===== src/rtl/addsub_arbiter.sv =====
// addsub_arbiter
// Two-requester front end for a single shared WIDTH-bit add/subtract unit.
// A request seen in IDLE is granted (round-robin or fixed priority), its
// operands are captured, the sum/difference is registered in EXEC, and the
// owning requester gets a one-cycle done pulse in DONE.
// Result and flags hold until the next EXEC.

module addsub_arbiter #(
    parameter int WIDTH = 4,
    parameter bit FAIR  = 1'b1
) (
    input  logic             clk,
    input  logic             rst_n,
    input  logic             req0,
    input  logic             op0,
    input  logic [WIDTH-1:0] a0,
    input  logic [WIDTH-1:0] b0,
    input  logic             req1,
    input  logic             op1,
    input  logic [WIDTH-1:0] a1,
    input  logic [WIDTH-1:0] b1,
    output logic [1:0]       gnt,
    output logic             done0,
    output logic             done1,
    output logic [WIDTH-1:0] res_s,
    output logic             res_c,
    output logic             res_v,
    output logic             busy
);

    typedef enum logic [1:0] {
        IDLE = 2'd0,
        EXEC = 2'd1,
        DONE = 2'd2
    } state_t;

    // Registered state
    state_t             state_r;
    logic               sel_r;     // 0 = requester 0 owns the datapath, 1 = requester 1
    logic               last_r;    // requester served most recently (round-robin pointer)
    logic               op_r;
    logic [WIDTH-1:0]   a_r;
    logic [WIDTH-1:0]   b_r;
    logic [1:0]         gnt_r;
    logic               done0_r;
    logic               done1_r;
    logic [WIDTH-1:0]   sum_r;
    logic               carry_r;
    logic               ovf_r;
    logic               busy_r;

    // Next-state values
    state_t             state_nx_s;
    logic               sel_nx_s;
    logic               last_nx_s;
    logic               op_nx_s;
    logic [WIDTH-1:0]   a_nx_s;
    logic [WIDTH-1:0]   b_nx_s;
    logic [1:0]         gnt_nx_s;
    logic               done0_nx_s;
    logic               done1_nx_s;
    logic [WIDTH-1:0]   sum_nx_s;
    logic               carry_nx_s;
    logic               ovf_nx_s;
    logic               busy_nx_s;

    // Arbitration and datapath signals
    logic               take_s;
    logic               win_s;
    logic [WIDTH-1:0]   b_eff_s;
    logic [WIDTH:0]     add_s;
    logic               c_into_msb_s;
    logic               c_out_s;

    // Pick a winner among the currently raised requests
    always_comb begin
        take_s = 1'b0;
        win_s  = 1'b0;
        if (req0 && req1) begin
            take_s = 1'b1;
            if (FAIR) begin
                win_s = ~last_r;
            end else begin
                win_s = 1'b0;
            end
        end else if (req0) begin
            take_s = 1'b1;
            win_s  = 1'b0;
        end else if (req1) begin
            take_s = 1'b1;
            win_s  = 1'b1;
        end else begin
            take_s = 1'b0;
            win_s  = 1'b0;
        end
    end

    // The one shared adder: subtraction is A + ~B + 1; carry into the MSB is
    // recovered from the MSB sum bit so only a single carry chain is built
    always_comb begin
        b_eff_s = b_r;
        if (op_r) begin
            b_eff_s = ~b_r;
        end else begin
            b_eff_s = b_r;
        end
        add_s        = {1'b0, a_r} + {1'b0, b_eff_s} + {{WIDTH{1'b0}}, op_r};
        c_out_s      = add_s[WIDTH];
        c_into_msb_s = a_r[WIDTH-1] ^ b_eff_s[WIDTH-1] ^ add_s[WIDTH-1];
    end

    // Next-state and next-output logic of the IDLE/EXEC/DONE sequencer
    always_comb begin
        state_nx_s = state_r;
        sel_nx_s   = sel_r;
        last_nx_s  = last_r;
        op_nx_s    = op_r;
        a_nx_s     = a_r;
        b_nx_s     = b_r;
        gnt_nx_s   = gnt_r;
        done0_nx_s = 1'b0;
        done1_nx_s = 1'b0;
        sum_nx_s   = sum_r;
        carry_nx_s = carry_r;
        ovf_nx_s   = ovf_r;
        busy_nx_s  = busy_r;
        case (state_r)
            IDLE: begin
                if (take_s) begin
                    state_nx_s = EXEC;
                    sel_nx_s   = win_s;
                    busy_nx_s  = 1'b1;
                    if (win_s) begin
                        op_nx_s  = op1;
                        a_nx_s   = a1;
                        b_nx_s   = b1;
                        gnt_nx_s = 2'b10;
                    end else begin
                        op_nx_s  = op0;
                        a_nx_s   = a0;
                        b_nx_s   = b0;
                        gnt_nx_s = 2'b01;
                    end
                end else begin
                    state_nx_s = IDLE;
                    gnt_nx_s   = 2'b00;
                    busy_nx_s  = 1'b0;
                end
            end
            EXEC: begin
                state_nx_s = DONE;
                sum_nx_s   = add_s[WIDTH-1:0];
                carry_nx_s = c_out_s;
                ovf_nx_s   = c_into_msb_s ^ c_out_s;
                done0_nx_s = ~sel_r;
                done1_nx_s = sel_r;
            end
            DONE: begin
                state_nx_s = IDLE;
                gnt_nx_s   = 2'b00;
                busy_nx_s  = 1'b0;
                if (FAIR) begin
                    last_nx_s = sel_r;
                end else begin
                    last_nx_s = last_r;
                end
            end
            default: begin
                state_nx_s = IDLE;
                gnt_nx_s   = 2'b00;
                busy_nx_s  = 1'b0;
            end
        endcase
    end

    // State, captured operands and all outputs are registered here
    always_ff @(posedge clk or negedge rst_n) begin
        if (!rst_n) begin
            state_r <= IDLE;
            sel_r   <= 1'b0;
            last_r  <= 1'b1;
            op_r    <= 1'b0;
            a_r     <= {WIDTH{1'b0}};
            b_r     <= {WIDTH{1'b0}};
            gnt_r   <= 2'b00;
            done0_r <= 1'b0;
            done1_r <= 1'b0;
            sum_r   <= {WIDTH{1'b0}};
            carry_r <= 1'b0;
            ovf_r   <= 1'b0;
            busy_r  <= 1'b0;
        end else begin
            state_r <= state_nx_s;
            sel_r   <= sel_nx_s;
            last_r  <= last_nx_s;
            op_r    <= op_nx_s;
            a_r     <= a_nx_s;
            b_r     <= b_nx_s;
            gnt_r   <= gnt_nx_s;
            done0_r <= done0_nx_s;
            done1_r <= done1_nx_s;
            sum_r   <= sum_nx_s;
            carry_r <= carry_nx_s;
            ovf_r   <= ovf_nx_s;
            busy_r  <= busy_nx_s;
        end
    end

    assign gnt   = gnt_r;
    assign done0 = done0_r;
    assign done1 = done1_r;
    assign res_s = sum_r;
    assign res_c = carry_r;
    assign res_v = ovf_r;
    assign busy  = busy_r;

endmodule


===== config.mk =====
export PLATFORM = sky130hd
export DESIGN_NAME = addsub_arbiter
export DESIGN_NICKNAME = d
export VERILOG_FILES = /design/src/rtl/addsub_arbiter.sv
export SDC_FILE = /design/constraint.sdc
export NUM_CORES = 1
export LEC_CHECK = 0
export BUFFER_PORTS_ARGS = -buffer_cell sky130_fd_sc_hd__buf_2
export CORE_MARGIN = 5
export CORE_UTILIZATION = 40
export DETAILED_ROUTE_END_ITERATION = 10
export SLEW_MARGIN = 20
export SYNTH_ARGS = -nofsm -noshare
export SYNTH_HDL_FRONTEND = slang
export SYNTH_SLANG_ARGS = --single-unit

===== constraint.sdc =====
create_clock -name clk -period 2.6 [get_ports clk]
set_input_delay 0.13 -clock clk [delete_from_list [all_inputs] [get_ports clk]]
set_output_delay 0.13 -clock clk [all_outputs]
set_load 0.01 [all_outputs]

# Word level (Yosys, flattened, before mapping)
# Cells that the tools add are included.
# Widths: inputs -> output; s select.
# op_classes
n_eq_ne,2
n_bitwise,6
mul,0
n_reduce_logical,3
div,0
order_cmp,0
shifts,0
addsub,2
n_mux,18
# ops
cell,count
$mux 4,3
$mux 1,10
$pmux 2 s2,2
$add 4x4->5,1
$add 5x1->5,1
$mux 2,2
$not 4->4,1
$xor 1x1->1,3
$eq 2x1->1 const B,1
$eq 2x2->1 const B,1
$logic_not 2->1,1
$not 1->1,2
$pmux 1 s2,1
$reduce_and 2->1,1
$logic_and 1x1->1,1
# totals
ramBits,0
n_memories,0
mem_bits_ro,0
reg_bits,24
latchBits,0
output_inout_bits,11

# Depth between registers and ports, before layout
# Gate-level depths: netlist (run 1).
# logic_depth
word_depth,6
mapped_depth,6
mapped_depth_nobuf,6

# Worst setup path before layout (run 1)
# Ideal clock, no wire load.
# synth_path
path_kind,reg2reg
startpoint,reg op_r
endpoint,reg ovf_r (netlist: res_v)
arrival_time_ns,1.638
period_less_slack_ns,1.762
path_slack_ns,0.838
stages_incl_launch_ff,7
path_buffers,0
path_cell_list,dfrtp_1 > mux2_4 > fa_1 > a21o_1 > a21oi_2 > xor2_1 > o21ai_1
# synth_via
elab_chain_cells,5
# synth_rtl
item,line,source
start: declaration,41,logic op_r;
start signal: assignment,196,op_r <= op_nx_s;
$mux 4,102,if (op_r) begin
$add 4x4->5,107,"add_s = {1'b0, a_r} + {1'b0, b_eff_s} + {{WIDTH{1'b0}}, op_r};"
$add 5x1->5,107,
$xor 1x1->1,109,c_into_msb_s = a_r[WIDTH-1] ^ b_eff_s[WIDTH-1] ^ add_s[WIDTH-1];
$xor 1x1->1 (*),154,ovf_nx_s = c_into_msb_s ^ c_out_s;
end signal: assignment,204,ovf_r <= ovf_nx_s;
end: declaration,49,logic ovf_r;
# Mark *: on every way between the ends. The rest lies on a longest branch, timed or not.
# A chain may end at the register's enable or synchronous reset.

# Final worst setup path (run 1)
# Ends and elaborated chain as after synthesis.

==> results of run 1 <==
synthesized netlist by cell type (2+ instances only):
master / number
sky130_fd_sc_hd__o21ai_1: 7
sky130_fd_sc_hd__ha_1: 3
sky130_fd_sc_hd__buf_2: 2
sky130_fd_sc_hd__xnor2_1: 3
sky130_fd_sc_hd__a21o_1: 2
sky130_fd_sc_hd__nor2_1: 12
sky130_fd_sc_hd__a21oi_1: 9
sky130_fd_sc_hd__nand2_1: 11
sky130_fd_sc_hd__dfrtp_1: 23
sky130_fd_sc_hd__xor2_1: 4
sky130_fd_sc_hd__inv_2: 2
sky130_fd_sc_hd__mux2i_1: 10
repair_timing:
item / in CTS / in global routing
hold buffers: 1 / 0
resized for setup: 0 / 0
hold endpoints to repair: 23 / 0
stage by stage:
step           hold WS, ns  setup WS (ns)  instance area (um2)  cells
2_1_floorplan      -0.1656         0.8378                 1115    100
3_3_place_gp        0.1376         0.7808                 1300    160
3_5_place_dp        0.1395         0.7164                 1300    160
4_1_cts            0.09388         0.6918                 1346    165
5_1_grt             0.1082         0.5963                 1346    165
6_report           0.09917         0.6949                 1346    165
tightest hold or removal path, delay by kind of cell:
family	cells	cell delay, ns
buffers and inverters	1	0.07
multiplexers	1	0.05
AO/OA/AOI/OAI	1	0.13
cell type report:
cell class / instances / area, um2 / share of cell area [%]
Tap cell: 31 / 38.79 / 2.881
Timing Repair Buffer: 33 / 170.2 / 12.64
Inverter: 2 / 7.507 / 0.5576
Multi-Input combinational cell: 71 / 491.7 / 36.52
Clock buffer: 4 / 36.28 / 2.695
Sequential cell: 24 / 601.8 / 44.70
cell usage in the layout, fill, tap and decap left out, drive strengths merged, types with 3 or more instances in the layout:
| master | netlist | final |
|---|---|---|
| clkbuf | 1 | 4 |
| nor2 | 12 | 12 |
| xor2 | 4 | 4 |
| xnor2 | 3 | 3 |
| buf | 2 | 32 |
| o21ai | 7 | 7 |
| a21oi | 10 | 10 |
| nand2 | 11 | 11 |
| mux2i | 10 | 10 |
| dfrtp | 23 | 23 |
| ha | 3 | 3 |
power groups by stage:
stage	registers, mW	clock network, mW	logic [mW]
after floorplan	0.720	0	0.762
after global placement	0.694	0	0.995
after detailed placement	0.700	0	1.03
after CTS	0.691	0.203	1.03
after global routing	0.715	0.219	1.16
final	0.691	0.196	1.01
metal layers:
metal	track usage [%]	routed length [um]	up-vias
li1	-	-	403
met3	2.338	118	5
met1	14.35	963	351
met4	7.162	56	0
met5	0	0	-
met2	17.36	926	23
kinds of logic after synthesis:
kind of cell,Yosys count
muxes,12
AOI/OAI and AO/OA,22
xor gates and xnor gates,7
and+or+nand+nor,26
buffers and inverters,5
DFF,24
adders and majority gates,4
path summary, 6_finish.rpt:
check / cells after the start / slack, ns / to / start
worst max-delay path: 6 / 0.69 / res_v$_DFFE_PN0P_ / op_r$_DFFE_PN0P_
worst min-delay path: 3 / 0.1 / a_r[2]$_DFFE_PN0P_ / a0[2]
worst max register to register: 6 / 0.69 / res_v$_DFFE_PN0P_ / op_r$_DFFE_PN0P_
worst min register to register: 2 / 0.49 / res_v$_DFFE_PN0P_ / res_v$_DFFE_PN0P_
max in group asynchronous: 2 / 1.92 / last_r$_DFFE_PN1N_ / rst_n
min in group asynchronous: 2 / 0.30 / res_c$_DFFE_PN0P_ / rst_n
flip-flops by register name, summed over array words and instances (netlist names):
name and flops:
a_r 4, busy 1, done0 1, res_s 4, op_r 1, sel_r 1, res_c 1, res_v 1
done1 1, state_r 2, last_r 1, b_r 4, gnt 2
==> results.md, run 1 <==
Critical path
- **critical path launch point type** register
- **family with the most delay on the worst path** flip-flops
- **data required time at the worst endpoint** 2.79 ns
- **CP Capture Type** register
- **type of the setup path with the least slack** register to register
- **slowest CP cell** sky130_fd_sc_hd__dfrtp_1
- **CP bufs+invs** 0
- **maximum fanout along the worst path** 5
- **critical path's largest stage delay** 0.48 ns
- **cells traversed along the worst timing path** mux2_4 -> fa_1 -> a21o_1 -> a21oi_2 -> xor2_1 -> o21ai_1
- **Critical Path AT** 2.10 ns

Drt
- **number of DRC markers in iteration 0** 17
- **routed length per placed instance** 12.51 um
- **drt pass-1 iters** 2
- **number of antenna-violating nets in the routed design** 0
- **routed via count** 782
- **number of remaining DRC errors** 0
- **routed wire length** 2064 um
- **post-DR vias/cell** 4.739

Global routing
- **number of global-route vias before repair** 778
- **maximum number of pins on one net before global-route repair** 25
- **wire length of the first global-routing pass** 3546 um
- **total track usage** 11.31%
- **Remaining Overflow, GRT** 0
- **antenna violations before repair** 0

Clocking
- **TritonCTS clock tree** done
- **later-pin clock latency in the skew report** 0.32 ns
- **cell at the root of the clock tree** sky130_fd_sc_hd__clkbuf_4
- **H-tree levels** 1
- **clock sinks** 24
- **Inserted Clock Buffers** 3
- **clock buffer depth** 2
- **Post-CTS Setup Inserts** 0
- **clock transition at the register clock pins on the worst setup and hold paths after CTS** 0.13 ns

Status
- **status** finished clean

Synthesis
- **post-synthesis net count** 126
- **synthesized-area fraction occupied by xor and xnor cells** 5.499%
- **instance count of the mapped netlist** 100
- **cell type with the highest aggregate area in the netlist** sky130_fd_sc_hd__dfrtp_1
- **area share of the leading cell type in the synthesized netlist** 51.63%
- **Post-Syn Area** 1115 um2
- **share of synthesized area spent on multiplexers** 11.34%
- **prevailing post-synth register cell** sky130_fd_sc_hd__dfrtp_1
- **number of distinct standard cells referenced by the synthesized netlist** 24
- **Avg Inst Size Synth** 11.15 um2
- **largest family of logic cells by synthesized area** compound AO/OA/AOI/OAI gates
- **largest cells by area after synthesis** sky130_fd_sc_hd__dfrtp_1 (52%), sky130_fd_sc_hd__mux2i_1 (9.0%), sky130_fd_sc_hd__a21oi_1 (4.0%)
- **share of the synthesized area in compound gates (AO/OA/AOI/OAI)** 12.68%
- **Synth Register Bits** 24
- **portion of the post-synthesis area used by sequential elements** 53.98%
- **share of synthesized registers carrying an async set or reset** 100.0%
- **number of synthesized flops with an enable pin** 0
- **area fraction in and, or, nand and nor cells after synthesis** 9.428%
- **area share of fa/ha/maj cells after synthesis** 5.163%
- **synthesis warning total** 0

Timing
- **actual slew at the worst max-slew pin** 0.7650 ns
- **total count of hold-check failures in the final report** 0
- **unrepaired setup endpoints after global routing** false
- **Final Skew** 0.007897 ns
- **tightest slew margin relative to the limit** 48.70%
- **highest clock frequency the design can meet** 524.9 MHz
- **Final TNS setup** 0 ns
- **setup-violating endpoint count in the final report** 0
- **final critical delay including setup and external delays** 1.905 ns
- **final clock period utilization by the worst path** 73.27%
- **Slew Viols, Final** 0

Run
- **# Max-Cap Violations** 0

Power
- **switching power share of the total** 40.28%
- **power per cell area** 1408 nW/um2
- **Internal Dissipation** 1.132 mW
- **combinational share of power** 53.3%
- **Peak VDD IR** 0.0006976 V
- **total design power** 1.896 mW
- **clock power share** 10.3%
- **portion of total power attributed to sequential cells** 36.4%
- **NetSw** 0.7636 mW
- **leakage component of the power** 0.6779 nW

Layout
- **final antenna diode count** 0
- **synthesis-to-layout area growth** 20.76%
- **number of inserted filler cells in the final layout** 289
- **Final Core Density** 49.68%
- **share of post-route cells with drive strength above 1** 32.09%
- **nets@finish** 161

Die
- **count of boundary I/O pins** 33
- **die extent in y** 62.79 um
- **die area** 3943 um2
- **initial core utilization** 41.14%
- **cell row count** 19
- **horizontal die dimension** 62.79 um
- **Core ar.** 2710 um2

Placement
- **count of input and output buffers** 32
- **final estimated routing congestion in global placement** 0.7697
- **estimated wirelength of the detail-placed design** 1592 um

Worst hold path
- **type of the tightest min-delay check** primary input to register

Note: power is estimated with default switching activity, not from simulation.
==> inputs of run 2 (changes only) <==
Settings changed: ABC_AREA set to 1, PLACE_DENSITY set to 0.66.
Clock period 2.6 ns to 1.68 ns, I/O delays scaled along.
==> run 2 against run 1 <==
Effect of this change: area after synthesis rose by 5.1%; global-route usage rose by 1.7 points; clock skew fell by 0.0072 ns; combinational power rose by 71%; utilization rose by 2.6 points; die area rose by 4.2%; critical path type unchanged; largest power group unchanged.
==> results.md, run 2 <==
Critical path
- **critical path's largest stage delay** 0.47 ns
- **cells traversed along the worst timing path** xor2_1 -> ha_1 -> nand2_1 -> inv_1 -> nand2_2 -> nand2_2 -> nand2_1 -> nand3_1 -> nand2_1
- **maximum fanout along the worst path** 5
- **Critical Path AT** 1.80 ns
- **Most Frequent Cell on Critical Path** sky130_fd_sc_hd__nand2_1
- **CP bufs+invs** 1
- **slowest CP cell** sky130_fd_sc_hd__dfrtp_2
- **type of the setup path with the least slack** register to register
- **critical path launch point type** register
- **data required time at the worst endpoint** 1.90 ns
- **family with the most delay on the worst path** flip-flops
- **CP Capture Type** register

Drt
- **number of DRC markers in iteration 0** 14
- **routed wire length** 2444 um
- **routed via count** 955
- **post-DR vias/cell** 4.704
- **drt pass-1 iters** 4
- **number of remaining DRC errors** 0
- **number of antenna-violating nets in the routed design** 0
- **routed length per placed instance** 12.04 um

Global routing
- **number of global-route vias before repair** 972
- **maximum number of pins on one net before global-route repair** 25
- **antenna violations before repair** 0
- **Remaining Overflow, GRT** 0
- **total track usage** 12.97%
- **wire length of the first global-routing pass** 4222 um

Die
- **die area** 4110 um2
- **cell row count** 19
- **Core ar.** 2781 um2
- **initial core utilization** 42.11%
- **die extent in y** 64.11 um
- **count of boundary I/O pins** 33
- **horizontal die dimension** 64.11 um

Synthesis
- **prevailing post-synth register cell** sky130_fd_sc_hd__dfrtp_1
- **list of most frequent post-synthesis cells** sky130_fd_sc_hd__nand2_1 (36), sky130_fd_sc_hd__dfrtp_1 (23), sky130_fd_sc_hd__nor2_1 (15)
- **Synth Register Bits** 24
- **largest cells by area after synthesis** sky130_fd_sc_hd__dfrtp_1 (49%), sky130_fd_sc_hd__nand2_1 (12%), sky130_fd_sc_hd__nor2_1 (4.8%)
- **synthesis warning total** 0
- **cell type with the highest aggregate area in the netlist** sky130_fd_sc_hd__dfrtp_1
- **most numerous cell in the Yosys netlist** sky130_fd_sc_hd__nand2_1
- **number of distinct standard cells referenced by the synthesized netlist** 23
- **portion of the post-synthesis area used by sequential elements** 51.39%
- **instance count of the mapped netlist** 133
- **number of synthesized flops with an enable pin** 0
- **Avg Inst Size Synth** 8.805 um2
- **area share of the leading cell type in the synthesized netlist** 49.15%
- **Post-Syn Area** 1171 um2
- **share of synthesized registers carrying an async set or reset** 100.0%
- **post-synthesis net count** 159

Power
- **Internal Dissipation** 1.842 mW
- **leakage component of the power** 0.7767 nW
- **power per cell area** 2192 nW/um2
- **combinational share of power** 54.3%
- **switching power share of the total** 42.24%
- **Peak VDD IR** 0.001234 V
- **portion of total power attributed to sequential cells** 32.7%
- **total design power** 3.190 mW
- **clock power share** 13.0%
- **NetSw** 1.347 mW

Clocking
- **Inserted Clock Buffers** 3
- **clock buffer depth** 2
- **TritonCTS clock tree** done
- **clock transition at the register clock pins on the worst setup and hold paths after CTS** 0.13 ns
- **cell at the root of the clock tree** sky130_fd_sc_hd__clkbuf_4
- **H-tree levels** 1
- **later-pin clock latency in the skew report** 0.31 ns
- **clock sinks** 24

Timing
- **final clock period utilization by the worst path** 93.76%
- **setup-violating endpoint count in the final report** 0
- **final critical delay including setup and external delays** 1.575 ns
- **Final Skew** 0.0007299 ns
- **actual slew at the worst max-slew pin** 0.5176 ns
- **setup slack of the critical path after layout** 0.1048 ns
- **highest clock frequency the design can meet** 634.8 MHz
- **Slew Viols, Final** 0
- **tightest slew margin relative to the limit** 65.49%
- **total count of hold-check failures in the final report** 0

Placement
- **final estimated routing congestion in global placement** 0.7712
- **estimated wirelength of the detail-placed design** 1883 um
- **cell count after placement** 195
- **count of input and output buffers** 32
- **setup slack at placement** 0.004700 ns

Layout
- **final antenna diode count** 0
- **most used cells in the layout excluding fill and tap cells** sky130_fd_sc_hd__nand2_1 (34), sky130_fd_sc_hd__buf_2 (32), sky130_fd_sc_hd__dfrtp_1 (22), sky130_fd_sc_hd__nor2_1 (14), sky130_fd_sc_hd__o21ai_0 (11)
- **share of post-route cells with drive strength above 1** 33.14%
- **most common cell after layout, fill and taps aside** sky130_fd_sc_hd__nand2_1
- **nets@finish** 199
- **synthesis-to-layout area growth** 24.25%
- **Final Non-Filler Cells** 203

Status
- **status** finished clean

Worst hold path
- **type of the tightest min-delay check** primary input to register

Run
- **# Max-Cap Violations** 0

==> run 2: cells by family after synthesis <==
group / synth area share [%]
flip-flops: 51.39
adder cells (fa/ha/maj): 4.915
buffers and inverters: 6.624
AO/OA/AOI/OAI: 13.25
AND/OR/NAND/NOR: 21.58
XOR/XNOR: 2.244
==> run 2: layer usage <==
metal	track usage (%)	share of wire [%]	wire [um]
met5	0	0	0
met4	6.870	2.1	51
met3	2.277	4.7	115
met2	20.60	46	1127
met1	16.80	47	1150
==> run 2: cell type report <==
| cell class | instances | area [um2] |
|---|---|---|
| multi-input cells | 94 | 505.5 |
| repair buffers | 38 | 207.7 |
| clock inverters | 1 | 30.03 |
| well taps | 31 | 38.79 |
| inverters | 12 | 47.55 |
| flip-flops and latches | 24 | 603.1 |
| fillers | 262 | 1326 |
| clock buffers | 3 | 22.52 |
==> run 2: path summary, 6_finish.rpt <==
kind	startpoint	to	slack [ns]	cells past startpoint
max in group asynchronous	rst_n	op_r$_DFFE_PN0P_	1.05	2
min in group asynchronous	rst_n	done1$_DFF_PN0_	0.26	2
min reg2reg	sel_r$_DFFE_PN0P_	done0$_DFF_PN0_	0.43	1
min	b1[2]	b_r[2]$_DFFE_PN0P_	0.02	3
max	op_r$_DFFE_PN0P_	res_s[3]$_DFFE_PN0P_	0.10	9
max reg2reg	op_r$_DFFE_PN0P_	res_s[3]$_DFFE_PN0P_	0.10	9
==> run 2: through the flow <==
step	hold WS [ns]	util, %	TNS [ns]	cell area, um2
detailed placement	0.09249	48.72	0	1355
global placement	0.08914	48.72	0	1355
floorplan	-0.2116	-	0	1171
global route	0.01211	52.32	-0.0005795	1455
finish	0.01995	52.32	0	1455
CTS	0.01318	51.10	0	1421
==> run 2: worst register-to-register path, delay by kind of cell (launching register included) <==
| family | cells | cell delay, ns |
|---|---|---|
| xor gates and xnor gates | 1 | 0.18 |
| DFF | 1 | 0.47 |
| buffers and inverters | 1 | 0.07 |
| and+or+nand+nor | 6 | 0.38 |
| adders and majority gates | 1 | 0.39 |
==> run 2: repair_timing <==
item / 4_1_cts / 5_1_grt
pin swaps: 1 / 4
gates resized for setup: 2 / 4
endpoints found under the hold margin: 23 / 0
setup endpoints to repair: 1 / 2
hold buffers: 1 / 0
setup buffers: 0 / 3
gates cloned: 0 / 0
==> run 2: power groups by stage <==
stage	combinational, mW	clock, mW	sequential (mW)
after floorplan	1.15	0	1.07
after global placement	1.50	0	1.04
after detailed placement	1.56	0	1.06
after CTS	1.58	0.427	1.05
after global routing	2.00	0.454	1.08
final	1.73	0.415	1.04
